<file path="config.mk">
export PLATFORM = sky130hd
export DESIGN_NAME = exec_unit_mc
export DESIGN_NICKNAME = d
export VERILOG_FILES = /design/src/rtl/exec_unit_mc.sv
export SDC_FILE = /design/constraint.sdc
export NUM_CORES = 1
export LEC_CHECK = 0
export ABC_AREA = 1
export BUFFER_PORTS_ARGS = -buffer_cell sky130_fd_sc_hd__buf_2
export CAP_MARGIN = 20
export CELL_PAD_IN_SITES_DETAIL_PLACEMENT = 0
export CELL_PAD_IN_SITES_GLOBAL_PLACEMENT = 2
export CORE_UTILIZATION = 33
export CTS_BUF_LIST = sky130_fd_sc_hd__clkbuf_2 sky130_fd_sc_hd__clkbuf_4 sky130_fd_sc_hd__clkbuf_8
export CTS_CLUSTER_SIZE = 25
export DETAILED_ROUTE_END_ITERATION = 8
export PLACE_DENSITY_LB_ADDON = 0.2
export SYNTH_ARGS = -nofsm -noshare
export SYNTH_HDL_FRONTEND = slang
export SYNTH_SLANG_ARGS = --single-unit
</file>
<file path="constraint.sdc">
create_clock -name clk -period 2.6 [get_ports clk]
set_clock_uncertainty 0.15 [all_clocks]
set_input_delay 0.52 -clock clk [delete_from_list [all_inputs] [get_ports clk]]
set_output_delay 0.52 -clock clk [all_outputs]
set_load 0.05 [all_outputs]
</file>
<file path="src/rtl/exec_unit_mc.sv">
// -----------------------------------------------------------------------------
// exec_unit_mc
//   Multi-cycle execution unit: NUM_REGS general registers, an ACC_WIDTH
//   accumulator, a valid/ready instruction handshake, iterative shift-by-N
//   (SHL/SHR) and iterative shift-add multiply (MUL).
//
// Ports
//   clk          system clock, rising edge
//   reset        asynchronous, active-high reset
//   instr_valid  instruction present on opcode/rs/imm
//   instr_ready  unit can accept (high only in IDLE)
//   opcode       operation code
//   rs           source/destination register index
//   imm          immediate / shift amount / multiplier
//   cpu_out      registered output value (written by OUT)
//   out_valid    one-cycle pulse when cpu_out is updated
//   skip_next    one-cycle pulse asking fetch to skip the next instruction
//   zero         combinational: accumulator == 0
//   overflow     registered carry/borrow of the last ADD/SUB/MUL
//
// Build option
//   EXEC_SAT_EN  when defined, ADD saturates to all-ones on carry and SUB
//                saturates to zero on borrow; overflow still reports the cause.
// -----------------------------------------------------------------------------
module exec_unit_mc #(
    parameter int DATA_WIDTH = 4,
    parameter int ACC_WIDTH  = 8,
    parameter int NUM_REGS   = 4,
    parameter int REG_IDX_W  = 2
) (
    input  logic                  clk,
    input  logic                  reset,
    input  logic                  instr_valid,
    output logic                  instr_ready,
    input  logic [3:0]            opcode,
    input  logic [REG_IDX_W-1:0]  rs,
    input  logic [DATA_WIDTH-1:0] imm,
    output logic [ACC_WIDTH-1:0]  cpu_out,
    output logic                  out_valid,
    output logic                  skip_next,
    output logic                  zero,
    output logic                  overflow
);

    typedef enum logic [1:0] {S_IDLE, S_SHIFT, S_MUL} state_t;

    typedef enum logic [3:0] {
        OP_NOP  = 4'h0, OP_LDI = 4'h1, OP_ADD = 4'h2, OP_SUB  = 4'h3,
        OP_AND  = 4'h4, OP_OR  = 4'h5, OP_XOR = 4'h6, OP_INV  = 4'h7,
        OP_CLR  = 4'h8, OP_SHL = 4'h9, OP_SHR = 4'hA, OP_MUL  = 4'hB,
        OP_OUT  = 4'hC, OP_SNZ = 4'hD, OP_MOVA = 4'hE, OP_RSV = 4'hF
    } op_t;

    // Wide enough for any imm shift count and for the value DATA_WIDTH.
    localparam int CNT_W = DATA_WIDTH;

    state_t                  state_q, state_d;
    logic [DATA_WIDTH-1:0]   regs_q [NUM_REGS];
    logic [DATA_WIDTH-1:0]   regs_d [NUM_REGS];
    logic [ACC_WIDTH-1:0]    acc_q, acc_d;
    logic [ACC_WIDTH-1:0]    cpu_out_q, cpu_out_d;
    logic                    out_valid_q, out_valid_d;
    logic                    skip_q, skip_d;
    logic                    ovf_q, ovf_d;
    logic [CNT_W-1:0]        cnt_q, cnt_d;
    logic                    dir_left_q, dir_left_d;
    logic [ACC_WIDTH-1:0]    mcand_q, mcand_d;
    logic [DATA_WIDTH-1:0]   mplier_q, mplier_d;

    logic                    accept;
    logic [ACC_WIDTH-1:0]    operand;
    logic [ACC_WIDTH:0]      sum;
    logic [ACC_WIDTH:0]      diff;

    assign accept  = instr_valid && (state_q == S_IDLE);
    assign operand = ACC_WIDTH'(regs_q[rs]);
    assign sum     = {1'b0, acc_q} + {1'b0, operand};
    assign diff    = {1'b0, acc_q} - {1'b0, operand};   // MSB is the borrow

    always_comb begin
        state_d     = state_q;
        regs_d      = regs_q;
        acc_d       = acc_q;
        cpu_out_d   = cpu_out_q;
        out_valid_d = 1'b0;
        skip_d      = 1'b0;
        ovf_d       = ovf_q;
        cnt_d       = cnt_q;
        dir_left_d  = dir_left_q;
        mcand_d     = mcand_q;
        mplier_d    = mplier_q;

        case (state_q)
            S_IDLE: begin
                if (accept) begin
                    case (op_t'(opcode))
                        OP_LDI: regs_d[rs] = imm;
                        OP_ADD: begin
                            ovf_d = sum[ACC_WIDTH];
`ifdef EXEC_SAT_EN
                            acc_d = sum[ACC_WIDTH] ? '1 : sum[ACC_WIDTH-1:0];
`else
                            acc_d = sum[ACC_WIDTH-1:0];
`endif
                        end
                        OP_SUB: begin
                            ovf_d = diff[ACC_WIDTH];
`ifdef EXEC_SAT_EN
                            acc_d = diff[ACC_WIDTH] ? '0 : diff[ACC_WIDTH-1:0];
`else
                            acc_d = diff[ACC_WIDTH-1:0];
`endif
                        end
                        OP_AND: acc_d = acc_q & operand;
                        OP_OR:  acc_d = acc_q | operand;
                        OP_XOR: acc_d = acc_q ^ operand;
                        OP_INV: acc_d = ~acc_q;
                        OP_CLR: begin
                            acc_d = '0;
                            ovf_d = 1'b0;
                        end
                        OP_SHL, OP_SHR: begin
                            // A zero count completes in the accept cycle.
                            dir_left_d = (op_t'(opcode) == OP_SHL);
                            cnt_d      = CNT_W'(imm);
                            if (imm != '0) state_d = S_SHIFT;
                        end
                        OP_MUL: begin
                            acc_d    = '0;
                            mcand_d  = operand;
                            mplier_d = imm;
                            cnt_d    = CNT_W'(DATA_WIDTH);
                            state_d  = S_MUL;
                        end
                        OP_OUT: begin
                            cpu_out_d   = acc_q;
                            out_valid_d = 1'b1;
                        end
                        OP_SNZ:  skip_d = (acc_q != '0);
                        OP_MOVA: regs_d[rs] = acc_q[DATA_WIDTH-1:0];
                        default: ;  // NOP and reserved opcode
                    endcase
                end
            end
            S_SHIFT: begin
                acc_d = dir_left_q ? (acc_q << 1) : (acc_q >> 1);
                cnt_d = cnt_q - CNT_W'(1);
                if (cnt_q == CNT_W'(1)) state_d = S_IDLE;
            end
            S_MUL: begin
                // mcand_q is kept pre-shifted, so it equals multiplicand << step.
                if (mplier_q[0]) acc_d = acc_q + mcand_q;
                mcand_d  = mcand_q << 1;
                mplier_d = mplier_q >> 1;
                cnt_d    = cnt_q - CNT_W'(1);
                if (cnt_q == CNT_W'(1)) begin
                    state_d = S_IDLE;
                    ovf_d   = 1'b0;
                end
            end
            default: state_d = S_IDLE;
        endcase
    end

    always_ff @(posedge clk or posedge reset) begin
        if (reset) begin
            state_q     <= S_IDLE;
            for (int unsigned i = 0; i < NUM_REGS; i++) regs_q[i] <= '0;
            acc_q       <= '0;
            cpu_out_q   <= '0;
            out_valid_q <= 1'b0;
            skip_q      <= 1'b0;
            ovf_q       <= 1'b0;
            cnt_q       <= '0;
            dir_left_q  <= 1'b0;
            mcand_q     <= '0;
            mplier_q    <= '0;
        end else begin
            state_q     <= state_d;
            regs_q      <= regs_d;
            acc_q       <= acc_d;
            cpu_out_q   <= cpu_out_d;
            out_valid_q <= out_valid_d;
            skip_q      <= skip_d;
            ovf_q       <= ovf_d;
            cnt_q       <= cnt_d;
            dir_left_q  <= dir_left_d;
            mcand_q     <= mcand_d;
            mplier_q    <= mplier_d;
        end
    end

    assign instr_ready = (state_q == S_IDLE);
    assign cpu_out     = cpu_out_q;
    assign out_valid   = out_valid_q;
    assign skip_next   = skip_q;
    assign overflow    = ovf_q;
    assign zero        = (acc_q == '0);

endmodule

</file>
# After elaboration in Yosys (flattened, before gate mapping)
# Cells that the tools add are included.
dict set report classes {
  magnitude_cmp 2
  reduce_logical 21
  eq_ne 26
  add_sub_neg 4
  div 0
  n_bitwise 5
  multipliers 0
  n_shift 0
  mux 37
}
# op count
set ops {}
lappend ops {{$pmux W8 S7} 1}
lappend ops {{$mux W8} 5}
lappend ops {{$bwmux W16} 2}
lappend ops {{$pmux W16 S2} 1}
lappend ops {{$eq A4 B4 Y1 const B} 7}
lappend ops {{$mux W4} 6}
lappend ops {{$pmux W4 S2} 3}
lappend ops {{$pmux W8 S3} 1}
lappend ops {{$eq A4 B3 Y1 const B} 4}
lappend ops {{$pmux W8 S2} 1}
lappend ops {{$reduce_and A3 Y1} 5}
lappend ops {{$reduce_and A4 Y1} 3}
lappend ops {{$add A8 B4 Y9} 1}
lappend ops {{$sub A8 B4 Y9} 1}
lappend ops {{$add A8 B8 Y8} 1}
lappend ops {{$and A8 B4 Y8} 1}
lappend ops {{$bmux W4 S2} 1}
lappend ops {{$demux W4 S2} 1}
lappend ops {{$eq A4 B1 Y1 const B} 2}
lappend ops {{$eq A4 B2 Y1 const B} 2}
lappend ops {{$logic_not A8 Y1} 1}
lappend ops {{$mux W1} 8}
lappend ops {{$ne A8 B2 Y1 const B} 1}
lappend ops {{$not A8 Y8} 1}
lappend ops {{other kinds (24)} 35}
dict set report word_totals {
  output_inout_bits 13
  regBits 54
  in_bits 13
  ram_bits 0
  latchBits 0
  mem_count 0
  rom_bits 0
  elab_cells 109
}

# Logic depth before layout (Yosys ltp)
# Gate-level depths: netlist (run 1).
dict set report logic_depth {
  ltp_word 8
  depth_mapped 19
  mapped_depth_nobuf 19
}

# Least setup slack after synthesis (run 1)
# No wires, ideal clock.
dict set report synth_path {
  path_type {reg2out}
  start {register acc_q[5]}
  end {output port zero}
  t_arrival_ps 2328
  path_slack_ps -398
  required_time_ps 1930
  stages_incl_launch_ff 5
  n_path_buf 1
  cell_sequence {dfrtp_1 -> buf_2 -> inv_1 -> nand2_1 -> nor4_1}
}
dict set report synth_via {
  elab_chain_cells 1
}
# element line_no
set synth_rtl {}
lappend synth_rtl {{start, declared} 60} ;# logic [ACC_WIDTH-1:0] acc_q, acc_d;
lappend synth_rtl {{start signal, assigned} 169} ;# acc_q <= '0;
lappend synth_rtl {{start signal, assigned} 181} ;# acc_q <= acc_d;
lappend synth_rtl {{$logic_not A8 Y1} 198} ;# assign zero = (acc_q == '0);
lappend synth_rtl {{end, declared} 41} ;# output logic zero,
# Every way passes these cells.

# Final worst setup path (run 1)
dict set report layout_path {
  start {input port rs[1]}
  end {register acc_q[4]}
}
dict set report layout_via {
  elab_chain_cells 8
  word_cells_on_any_way 9
  cone_classes {add/sub (2); mux (6); bitwise (1)}
}
# element line_no
set layout_rtl {}
lappend layout_rtl {{start, declared} 36} ;# input logic [REG_IDX_W-1:0] rs,
lappend layout_rtl {{$not A2 Y3 (not written as such) (*)} 76} ;# assign operand = ACC_WIDTH'(regs_q[rs]);
lappend layout_rtl {{$bmux W4 S2 (*)} 76}
lappend layout_rtl {{$mux W4 (not written as such) (*) (2 in a row)} 76}
lappend layout_rtl {{$sub A8 B4 Y9 / $add A8 B4 Y9 (equally long branches)} {78, 77}}
lappend layout_rtl {{$pmux W8 S7 (*)} 96} ;# case (op_t'(opcode))
lappend layout_rtl {{$mux W8 (*)} 95} ;# if (accept) begin
lappend layout_rtl {{$pmux W8 S3 (*)} 93} ;# case (state_q)
# Every way passes the cells marked *; elsewhere a longest branch is shown, timed or not. The select of a mux whose other input is x is not followed.
# A chain may end at the register's enable or synchronous reset.

==> impl_results.html, run 1 <==
<table>
<tr><th>Metric</th><th>Value</th></tr>
<tr><th colspan="2">Critical path</th></tr>
<tr><td>Critical path's top delay family</td><td>simple AND/OR/NAND/NOR gates</td></tr>
<tr><td>Delay of the slowest cell on the worst path</td><td>340 ps</td></tr>
<tr><td>Buf+Inv Stages, Crit Path</td><td>4</td></tr>
<tr><td>Most used cell along the critical path</td><td>sky130_fd_sc_hd__nand2_1</td></tr>
<tr><td>Worst-path cell chain</td><td>buf_2, inv_1, nand2_1, inv_2, nand2_1, nand2_1, a221oi_2, inv_1, ha_2, fa_2, or2_4, nand2_2, nand2_2, nand2_2, nand2_1, nand3_1, nand3_1, nand2_1, nand2_1</td></tr>
<tr><td>RR Startpoint</td><td>regs_q[12]</td></tr>
<tr><td>FF-to-FF setup slack</td><td>160 ps</td></tr>
<tr><td>Data required, critical path</td><td>2680 ps</td></tr>
<tr><td>Arr. time, crit path</td><td>2560 ps</td></tr>
<tr><td>Crit Path Class</td><td>primary input to flip-flop</td></tr>
<tr><td>Worst Setup End Kind</td><td>flip-flop</td></tr>
<tr><td>Category of the worst setup path launch point</td><td>primary input</td></tr>
<tr><td>Peak fanout along the critical path</td><td>3</td></tr>
<tr><td>Cell with the biggest individual delay on the critical path</td><td>sky130_fd_sc_hd__fa_2</td></tr>
<tr><td>Beginning of the critical path</td><td>rs[1]</td></tr>
<tr><th colspan="2">CTS</th></tr>
<tr><td>CTS Buffer Depth</td><td>2</td></tr>
<tr><td>Clk slew on worst S/H paths</td><td>110 ps</td></tr>
<tr><td>Root buffer cell</td><td>sky130_fd_sc_hd__clkbuf_8</td></tr>
<tr><td>Total number of clock tree sinks</td><td>54</td></tr>
<tr><td>Setup Fix Bufs, Post-CTS</td><td>0</td></tr>
<tr><td>CTS tree</td><td>done</td></tr>
<tr><td>Clock insertion delay at the later pin of the skew report</td><td>340 ps</td></tr>
<tr><td>Number of buffers inserted during clock tree synthesis</td><td>5</td></tr>
<tr><td># H-tree levels</td><td>2</td></tr>
<tr><th colspan="2">Pwr</th></tr>
<tr><td>Leak Pwr</td><td>2.32 nW</td></tr>
<tr><td>Maximum vdd ir drop</td><td>0.000427 V</td></tr>
<tr><td>Total design power</td><td>5.05 mW</td></tr>
<tr><td>Power Dens Cells</td><td>1090 nW/µm²</td></tr>
<tr><th colspan="2">Synthesis</th></tr>
<tr><td>Multiplexer area fraction after synthesis</td><td>0</td></tr>
<tr><td>Sequential cell area fraction in the yosys report</td><td>0.342</td></tr>
<tr><td>Share of the synthesized area in compound gates (AO/OA/AOI/OAI)</td><td>0.155</td></tr>
<tr><td>Largest family of logic cells by synthesized area</td><td>simple AND/OR/NAND/NOR gates</td></tr>
<tr><td>Mean instance size in the synthesized netlist</td><td>7.05 µm²</td></tr>
<tr><td>Synth Instances</td><td>561</td></tr>
<tr><td>Adder-Cell Fraction of Synth Area</td><td>0.107</td></tr>
<tr><td>FF+latch count, synth</td><td>54</td></tr>
<tr><td>Synth Net Count</td><td>606</td></tr>
<tr><td>Share of flip-flops with an asynchronous set or reset</td><td>1.00</td></tr>
<tr><td>Most used flip-flop cell after synthesis</td><td>sky130_fd_sc_hd__dfrtp_1</td></tr>
<tr><td>Number of distinct library cells after synthesis</td><td>33</td></tr>
<tr><td>Warnings from Yosys</td><td>0</td></tr>
<tr><td>Netlist Area Pre-Place</td><td>3950 µm²</td></tr>
<tr><td>Synthesized-area fraction occupied by xor and xnor cells</td><td>0.0155</td></tr>
<tr><td>Post-Synth Simple-Gate Area</td><td>0.301</td></tr>
<tr><td>Number of enable flip-flop cells after synthesis</td><td>0</td></tr>
<tr><th colspan="2">Drt</th></tr>
<tr><td>Routed Antenna Nets</td><td>0</td></tr>
<tr><td>Drt initial violations</td><td>219</td></tr>
<tr><td>DRC violation count after routing</td><td>2</td></tr>
<tr><td>Average detailed-routed wire length per instance</td><td>15.3 µm</td></tr>
<tr><td>Mean number of vias per cell</td><td>5.02</td></tr>
<tr><td>Iteration count of the initial detailed-routing pass</td><td>7</td></tr>
<tr><td>Aggregate routed wire length</td><td>11600 µm</td></tr>
<tr><td>Vias</td><td>3824</td></tr>
<tr><th colspan="2">Global routing</th></tr>
<tr><td>Global-route wire length before repair</td><td>19600 µm</td></tr>
<tr><td>Via count of the first global-routing pass</td><td>3783</td></tr>
<tr><td>Overflow left after global routing</td><td>0</td></tr>
<tr><td>Number of antenna violations at the first check in global routing</td><td>0</td></tr>
<tr><td>GRT Total Usage</td><td>0.202</td></tr>
<tr><td>Pin count of the biggest net entering global routing</td><td>29</td></tr>
<tr><th colspan="2">Floorplanning</th></tr>
<tr><td>Initial cell density of the core</td><td>0.342</td></tr>
<tr><td>Placeable core region</td><td>11600 µm²</td></tr>
<tr><td>Vertical die dimension</td><td>111 µm</td></tr>
<tr><td>Ports</td><td>26</td></tr>
<tr><td>Number of core rows</td><td>39</td></tr>
<tr><td>Die W</td><td>111 µm</td></tr>
<tr><td>Area of the die</td><td>12400 µm²</td></tr>
<tr><th colspan="2">Cells and area</th></tr>
<tr><td>Layout cells sized above 1</td><td>0.163</td></tr>
<tr><td>Area overhead of the layout relative to synthesis</td><td>17.1%</td></tr>
<tr><td>Number of fill cells in the layout</td><td>1277</td></tr>
<tr><td>ANT cells</td><td>0</td></tr>
<tr><td>Post-Layout Inst Area</td><td>4630 µm²</td></tr>
<tr><td>Net count of the finished layout</td><td>663</td></tr>
<tr><th colspan="2">STA</th></tr>
<tr><td>Worst Tran Pin Value</td><td>606 ps</td></tr>
<tr><td>Maximum clock frequency</td><td>404 MHz</td></tr>
<tr><td>Total of endpoints with negative setup slack in the final report</td><td>0</td></tr>
<tr><td>Rel. slew slack</td><td>0.592</td></tr>
<tr><td>Final-report hold violation count</td><td>0</td></tr>
<tr><td>Count of final max-slew check failures</td><td>0</td></tr>
<tr><td>Fraction of the cycle the final worst path needs</td><td>0.951</td></tr>
<tr><td>Minimum clock period</td><td>2470 ps</td></tr>
<tr><td>Sum of negative setup slack</td><td>0 ps</td></tr>
<tr><th colspan="2">Outcome</th></tr>
<tr><td>Violations in the final reports</td><td>design-rule violations</td></tr>
<tr><td>Result of the run</td><td>finished, violations left</td></tr>
<tr><th colspan="2">Place</th></tr>
<tr><td>Final Wtd Congestion</td><td>0.851</td></tr>
<tr><td>Port bufs</td><td>25</td></tr>
<tr><td>Estimated wirelength of the detail-placed design</td><td>9090 µm</td></tr>
<tr><td>Placed inst area</td><td>4510 µm²</td></tr>
<tr><th colspan="2">Run</th></tr>
<tr><td>Max capacitance violation total</td><td>0</td></tr>
<tr><th colspan="2">Worst hold path</th></tr>
<tr><td>Class of the most critical hold timing path</td><td>primary input to asynchronous set/reset pin</td></tr>
</table>
cell families after synthesis:
| group | Yosys count |
|---|---|
| buffers and inverters | 82 |
| adder cells (fa/ha/maj) | 32 |
| XOR/XNOR | 7 |
| flip-flops | 54 |
| AND/OR/NAND/NOR | 274 |
| AO/OA/AOI/OAI | 112 |
cell usage after synthesis (4+ instances only):
cell type | count | share of area
sky130_fd_sc_hd__nand2_1 | 158 | 0.15
sky130_fd_sc_hd__inv_1 | 68 | 0.065
sky130_fd_sc_hd__dfrtp_1 | 54 | 0.34
sky130_fd_sc_hd__nand3_1 | 48 | 0.061
sky130_fd_sc_hd__nor2_1 | 34 | 0.032
sky130_fd_sc_hd__o21ai_0 | 34 | 0.043
sky130_fd_sc_hd__a21oi_1 | 33 | 0.042
sky130_fd_sc_hd__ha_1 | 29 | 0.092
sky130_fd_sc_hd__o21ai_1 | 22 | 0.028
sky130_fd_sc_hd__nand4_1 | 12 | 0.019
sky130_fd_sc_hd__clkbuf_1 | 6 | 0.0057
sky130_fd_sc_hd__a22oi_1 | 5 | 0.0095
sky130_fd_sc_hd__buf_2 | 5 | 0.0063
sky130_fd_sc_hd__nor3_1 | 5 | 0.0063
sky130_fd_sc_hd__o211ai_1 | 5 | 0.0095
sky130_fd_sc_hd__xor2_1 | 5 | 0.011
sky130_fd_sc_hd__a31oi_1 | 4 | 0.0063
sky130_fd_sc_hd__nand2_2 | 4 | 0.0063
sky130_fd_sc_hd__nor2_2 | 4 | 0.0063
report_power, final:
| group | total [mW] | switching [mW] | internal, mW | leakage [nW] |
|---|---|---|---|---|
| clock | 0.517 | 0.327 | 0.191 | 0.0441 |
| combinational | 3.15 | 2.01 | 1.14 | 1.58 |
| sequential | 1.39 | 0.234 | 1.15 | 0.700 |
| total | 5.05 | 2.57 | 2.48 | 2.32 |
cell usage in the layout (no fill, tap or decap), types with 3 or more instances in the layout:
master,instances
sky130_fd_sc_hd__o211ai_1,5
sky130_fd_sc_hd__a31oi_1,4
sky130_fd_sc_hd__nand3_1,48
sky130_fd_sc_hd__ha_1,28
sky130_fd_sc_hd__a21oi_1,32
sky130_fd_sc_hd__o21ai_0,34
sky130_fd_sc_hd__o21ai_1,22
sky130_fd_sc_hd__buf_4,36
sky130_fd_sc_hd__buf_2,24
sky130_fd_sc_hd__nand4_1,12
sky130_fd_sc_hd__inv_1,65
sky130_fd_sc_hd__xor2_1,5
sky130_fd_sc_hd__clkbuf_8,5
sky130_fd_sc_hd__nor2_1,32
sky130_fd_sc_hd__nand2_2,8
sky130_fd_sc_hd__dfrtp_1,54
sky130_fd_sc_hd__nand2_1,154
sky130_fd_sc_hd__nor2_4,4
sky130_fd_sc_hd__nor3_1,5
sky130_fd_sc_hd__o31ai_1,3
sky130_fd_sc_hd__a22oi_1,5
sky130_fd_sc_hd__inv_2,6
sky130_fd_sc_hd__nor2_2,5
what timing repair did:
action	CTS	global route
setup endpoints to repair	1	7
pin swaps	0	1
hold buffers	0	0
resized for setup	1	9
metal layers:
| metal | GRT usage | up-vias | share of wire | routed length [µm] |
|---|---|---|---|---|
| li1 | - | 1962 | - | - |
| met3 | 0.0354 | 8 | 0.025 | 291 |
| met5 | 0 | - | 0 | 0 |
| met1 | 0.282 | 1798 | 0.51 | 5940 |
| met4 | 0.0604 | 0 | 0.014 | 167 |
| met2 | 0.319 | 56 | 0.45 | 5230 |
sequential cells by signal, summed over array words and instances, names as in the netlist:
register	count
mcand_q	8
cpu_out	8
cnt_q	4
dir_left_q	1
out_valid	1
overflow	1
acc_q	8
mplier_q	4
skip_next	1
regs_q	16
state_q	2
final timing paths:
path | end | cells past startpoint
min in group clk | cpu_out[3] | 2
hold reg to reg | cpu_out[3] | 2
setup reg to reg | acc_q[4] | 15
setup / recovery | acc_q[4] | 19
max in group asynchronous | mcand_q[4] | 3
hold / removal | skip_next | 2
area by class of cell:
type                    instances  area [µm²]  share of cell area
multi-input cells             425        2330               0.504
clock buffers                   5        68.8              0.0149
repair buffers                 61         410              0.0887
inverters                      71         267              0.0576
well taps                     143         179              0.0387
clock inverters                 3        21.3             0.00460
flip-flops and latches         54        1350               0.292
per-stage QoR:
stage	std cells	util	worst slack, ps	hold WS, ps
2_1_floorplan	561	-	11.9	303
3_3_place_gp	754	0.390	-218	319
3_5_place_dp	754	0.390	-254	325
4_1_cts	762	0.398	2.10	81.2
5_1_grt	762	0.400	-36.8	108
6_report	762	0.400	127	76.5
No activity file was read; power rests on OpenSTA's default activity.
==> run 2, diff against run 1 <==
- CELL_PAD_IN_SITES_DETAIL_PLACEMENT: 0 -> 1
- CELL_PAD_IN_SITES_GLOBAL_PLACEMENT: 2 -> 1
- CORE_UTILIZATION: 33 -> 42
- GPL_ROUTABILITY_DRIVEN: default -> 0
==> impl_results.html, run 2 (synthesis results as in run 1) <==
<table>
<tr><th>Metric</th><th>Value</th></tr>
<tr><th colspan="2">Pwr</th></tr>
<tr><td>Maximum vdd ir drop</td><td>0.000410 V</td></tr>
<tr><td>Total design power</td><td>5.14 mW</td></tr>
<tr><td>Power Dens Cells</td><td>1120 nW/µm²</td></tr>
<tr><td>Leak Pwr</td><td>2.31 nW</td></tr>
<tr><th colspan="2">Cells and area</th></tr>
<tr><td>Number of fill cells in the layout</td><td>1231</td></tr>
<tr><td>Utilization of the core after routing</td><td>0.498</td></tr>
<tr><td>Biggest register</td><td>regs_q</td></tr>
<tr><td>Layout cells sized above 1</td><td>0.161</td></tr>
<tr><td>Max reg flops</td><td>16</td></tr>
<tr><td>Commonest non-fill, non-tap cells in the layout</td><td>sky130_fd_sc_hd__nand2_1, sky130_fd_sc_hd__inv_1, sky130_fd_sc_hd__dfrtp_1</td></tr>
<tr><td>Area overhead of the layout relative to synthesis</td><td>15.9%</td></tr>
<tr><td>ANT cells</td><td>0</td></tr>
<tr><td>Leading cell type in the layout, fill and taps excluded</td><td>sky130_fd_sc_hd__nand2_1</td></tr>
<tr><td>Net count of the finished layout</td><td>658</td></tr>
<tr><th colspan="2">Floorplanning</th></tr>
<tr><td>Number of core rows</td><td>35</td></tr>
<tr><td>Vertical die dimension</td><td>99.0 µm</td></tr>
<tr><td>Placeable core region</td><td>9200 µm²</td></tr>
<tr><td>Die W</td><td>99.0 µm</td></tr>
<tr><td>Ports</td><td>26</td></tr>
<tr><td>Initial cell density of the core</td><td>0.430</td></tr>
<tr><td>Area of the die</td><td>9800 µm²</td></tr>
<tr><th colspan="2">Global routing</th></tr>
<tr><td>Overflow left after global routing</td><td>0</td></tr>
<tr><td>Via count of the first global-routing pass</td><td>4130</td></tr>
<tr><td>Layer carrying the most global-route usage</td><td>met2</td></tr>
<tr><td>GRT Total Usage</td><td>0.262</td></tr>
<tr><td>Number of antenna violations at the first check in global routing</td><td>0</td></tr>
<tr><td>Met1 demand-to-capacity share in global routing</td><td>0.340</td></tr>
<tr><td>Routing usage on met2</td><td>0.462</td></tr>
<tr><td>Global-route wire length before repair</td><td>20300 µm</td></tr>
<tr><td>Pin count of the biggest net entering global routing</td><td>29</td></tr>
<tr><td>Met3 demand-to-capacity share in global routing</td><td>0.0340</td></tr>
<tr><th colspan="2">Drt</th></tr>
<tr><td>DRC violation count after routing</td><td>0</td></tr>
<tr><td>Average detailed-routed wire length per instance</td><td>16.8 µm</td></tr>
<tr><td>Aggregate routed wire length</td><td>12200 µm</td></tr>
<tr><td>Iteration count of the initial detailed-routing pass</td><td>4</td></tr>
<tr><td>Routed Antenna Nets</td><td>0</td></tr>
<tr><td>Drt initial violations</td><td>240</td></tr>
<tr><td>Mean number of vias per cell</td><td>5.51</td></tr>
<tr><td>Vias</td><td>3995</td></tr>
<tr><th colspan="2">Critical path</th></tr>
<tr><td>Crit Path Class</td><td>flip-flop to primary output</td></tr>
<tr><td>Arr. time, crit path</td><td>1860 ps</td></tr>
<tr><td>Cell with the biggest individual delay on the critical path</td><td>sky130_fd_sc_hd__dfrtp_1</td></tr>
<tr><td>Data required, critical path</td><td>1930 ps</td></tr>
<tr><td>Worst R2R Path Depth</td><td>16</td></tr>
<tr><td>Peak fanout along the critical path</td><td>7</td></tr>
<tr><td>Category of the worst setup path launch point</td><td>flip-flop</td></tr>
<tr><td>Worst-path cell chain</td><td>inv_2, nand4_1, nor4_4, buf_4</td></tr>
<tr><td>Worst Setup End Kind</td><td>primary output</td></tr>
<tr><td>Delay of the slowest cell on the worst path</td><td>510 ps</td></tr>
<tr><th colspan="2">CTS</th></tr>
<tr><td># H-tree levels</td><td>2</td></tr>
<tr><td>Clock insertion delay at the later pin of the skew report</td><td>320 ps</td></tr>
<tr><td>CTS tree</td><td>done</td></tr>
<tr><td>Number of buffers inserted during clock tree synthesis</td><td>5</td></tr>
<tr><td>CTS Buffer Depth</td><td>2</td></tr>
<tr><td>Clk slew on worst S/H paths</td><td>110 ps</td></tr>
<tr><td>Root buffer cell</td><td>sky130_fd_sc_hd__clkbuf_8</td></tr>
<tr><td>Total number of clock tree sinks</td><td>54</td></tr>
<tr><td>Number of buffers inserted for hold repair after clock tree synthesis</td><td>0</td></tr>
<tr><th colspan="2">STA</th></tr>
<tr><td>Total of endpoints with negative setup slack in the final report</td><td>0</td></tr>
<tr><td>Maximum clock frequency</td><td>396 MHz</td></tr>
<tr><td>Worst-case setup margin in the final layout</td><td>72.4 ps</td></tr>
<tr><td>Minimum clock period</td><td>2530 ps</td></tr>
<tr><td>Final-report hold violation count</td><td>0</td></tr>
<tr><td>Count of final max-slew check failures</td><td>0</td></tr>
<tr><td>Worst Tran Pin Value</td><td>615 ps</td></tr>
<tr><td>RSZ-0062 raised after global routing</td><td>true</td></tr>
<tr><td>Sum of negative setup slack</td><td>0 ps</td></tr>
<tr><td>Rel. slew slack</td><td>0.588</td></tr>
<tr><td>Fraction of the cycle the final worst path needs</td><td>0.972</td></tr>
<tr><th colspan="2">Place</th></tr>
<tr><td>Port bufs</td><td>25</td></tr>
<tr><td>Estimated wirelength of the detail-placed design</td><td>9520 µm</td></tr>
<tr><td>Pre-CTS WS</td><td>-265 ps</td></tr>
<tr><th colspan="2">Outcome</th></tr>
<tr><td>Result of the run</td><td>completed</td></tr>
<tr><th colspan="2">Worst hold path</th></tr>
<tr><td>Class of the most critical hold timing path</td><td>primary input to asynchronous set/reset pin</td></tr>
<tr><th colspan="2">Run</th></tr>
<tr><td>Max capacitance violation total</td><td>0</td></tr>
</table>
[run 2: critical path, delay by kind of cell, from the launching register on]
| kind | cells | cell delay, ps |
|---|---|---|
| simple gates | 2 | 550 |
| flops | 1 | 510 |
| buf+inv | 2 | 470 |
[run 2: path summary, 6_finish.rpt]
path                            start         end  slack [ps]
max in group asynchronous       reset    acc_q[6]        1620
hold reg to reg            cpu_out[4]  cpu_out[4]         350
setup reg to reg           regs_q[12]    acc_q[4]         100
hold / removal                  reset   regs_q[3]         110
setup / recovery             acc_q[2]        zero          70
min in group clk           cpu_out[4]  cpu_out[4]         350
[run 2: per-stage QoR]
stage | hold WS [ps] | instance area [µm²] | std cells
floorplan | 303 | 3970 | 561
global placement | 319 | 4420 | 715
detailed placement | 325 | 4420 | 715
CTS | 123 | 4530 | 723
global route | 166 | 4580 | 725
finish | 114 | 4580 | 725
[run 2: area by class of cell]
type | instances | area (µm²) | share of cell area
multi-input combinational | 425 | 2340 | 0.512
sequential | 54 | 1350 | 0.295
inverter | 71 | 267 | 0.0582
tap | 111 | 139 | 0.0303
clock inverter | 2 | 12.5 | 0.00273
timing repair buffer | 56 | 385 | 0.0841
clock buffer | 6 | 82.6 | 0.0180
[run 2: per-layer routing]
metal / vias to the layer above / wire length (µm)
li1: 1950 / -
met1: 1955 / 5550
met2: 74 / 6050
met3: 16 / 397
met4: 0 / 153
met5: - / 0
[run 2: timing repair]
| action | 4_1_cts | 5_1_grt |
|---|---|---|
| endpoints found under the setup margin | 1 | 7 |
| buffers inserted | 0 | 2 |
| pin swaps | 0 | 3 |
| resized for setup | 3 | 15 |
[run 2: power by group]
group	total (mW)	internal (mW)	switching (mW)
registers	1.42	1.15	0.268
logic	3.20	1.14	2.06
clock network	0.523	0.215	0.308
total	5.14	2.50	2.64
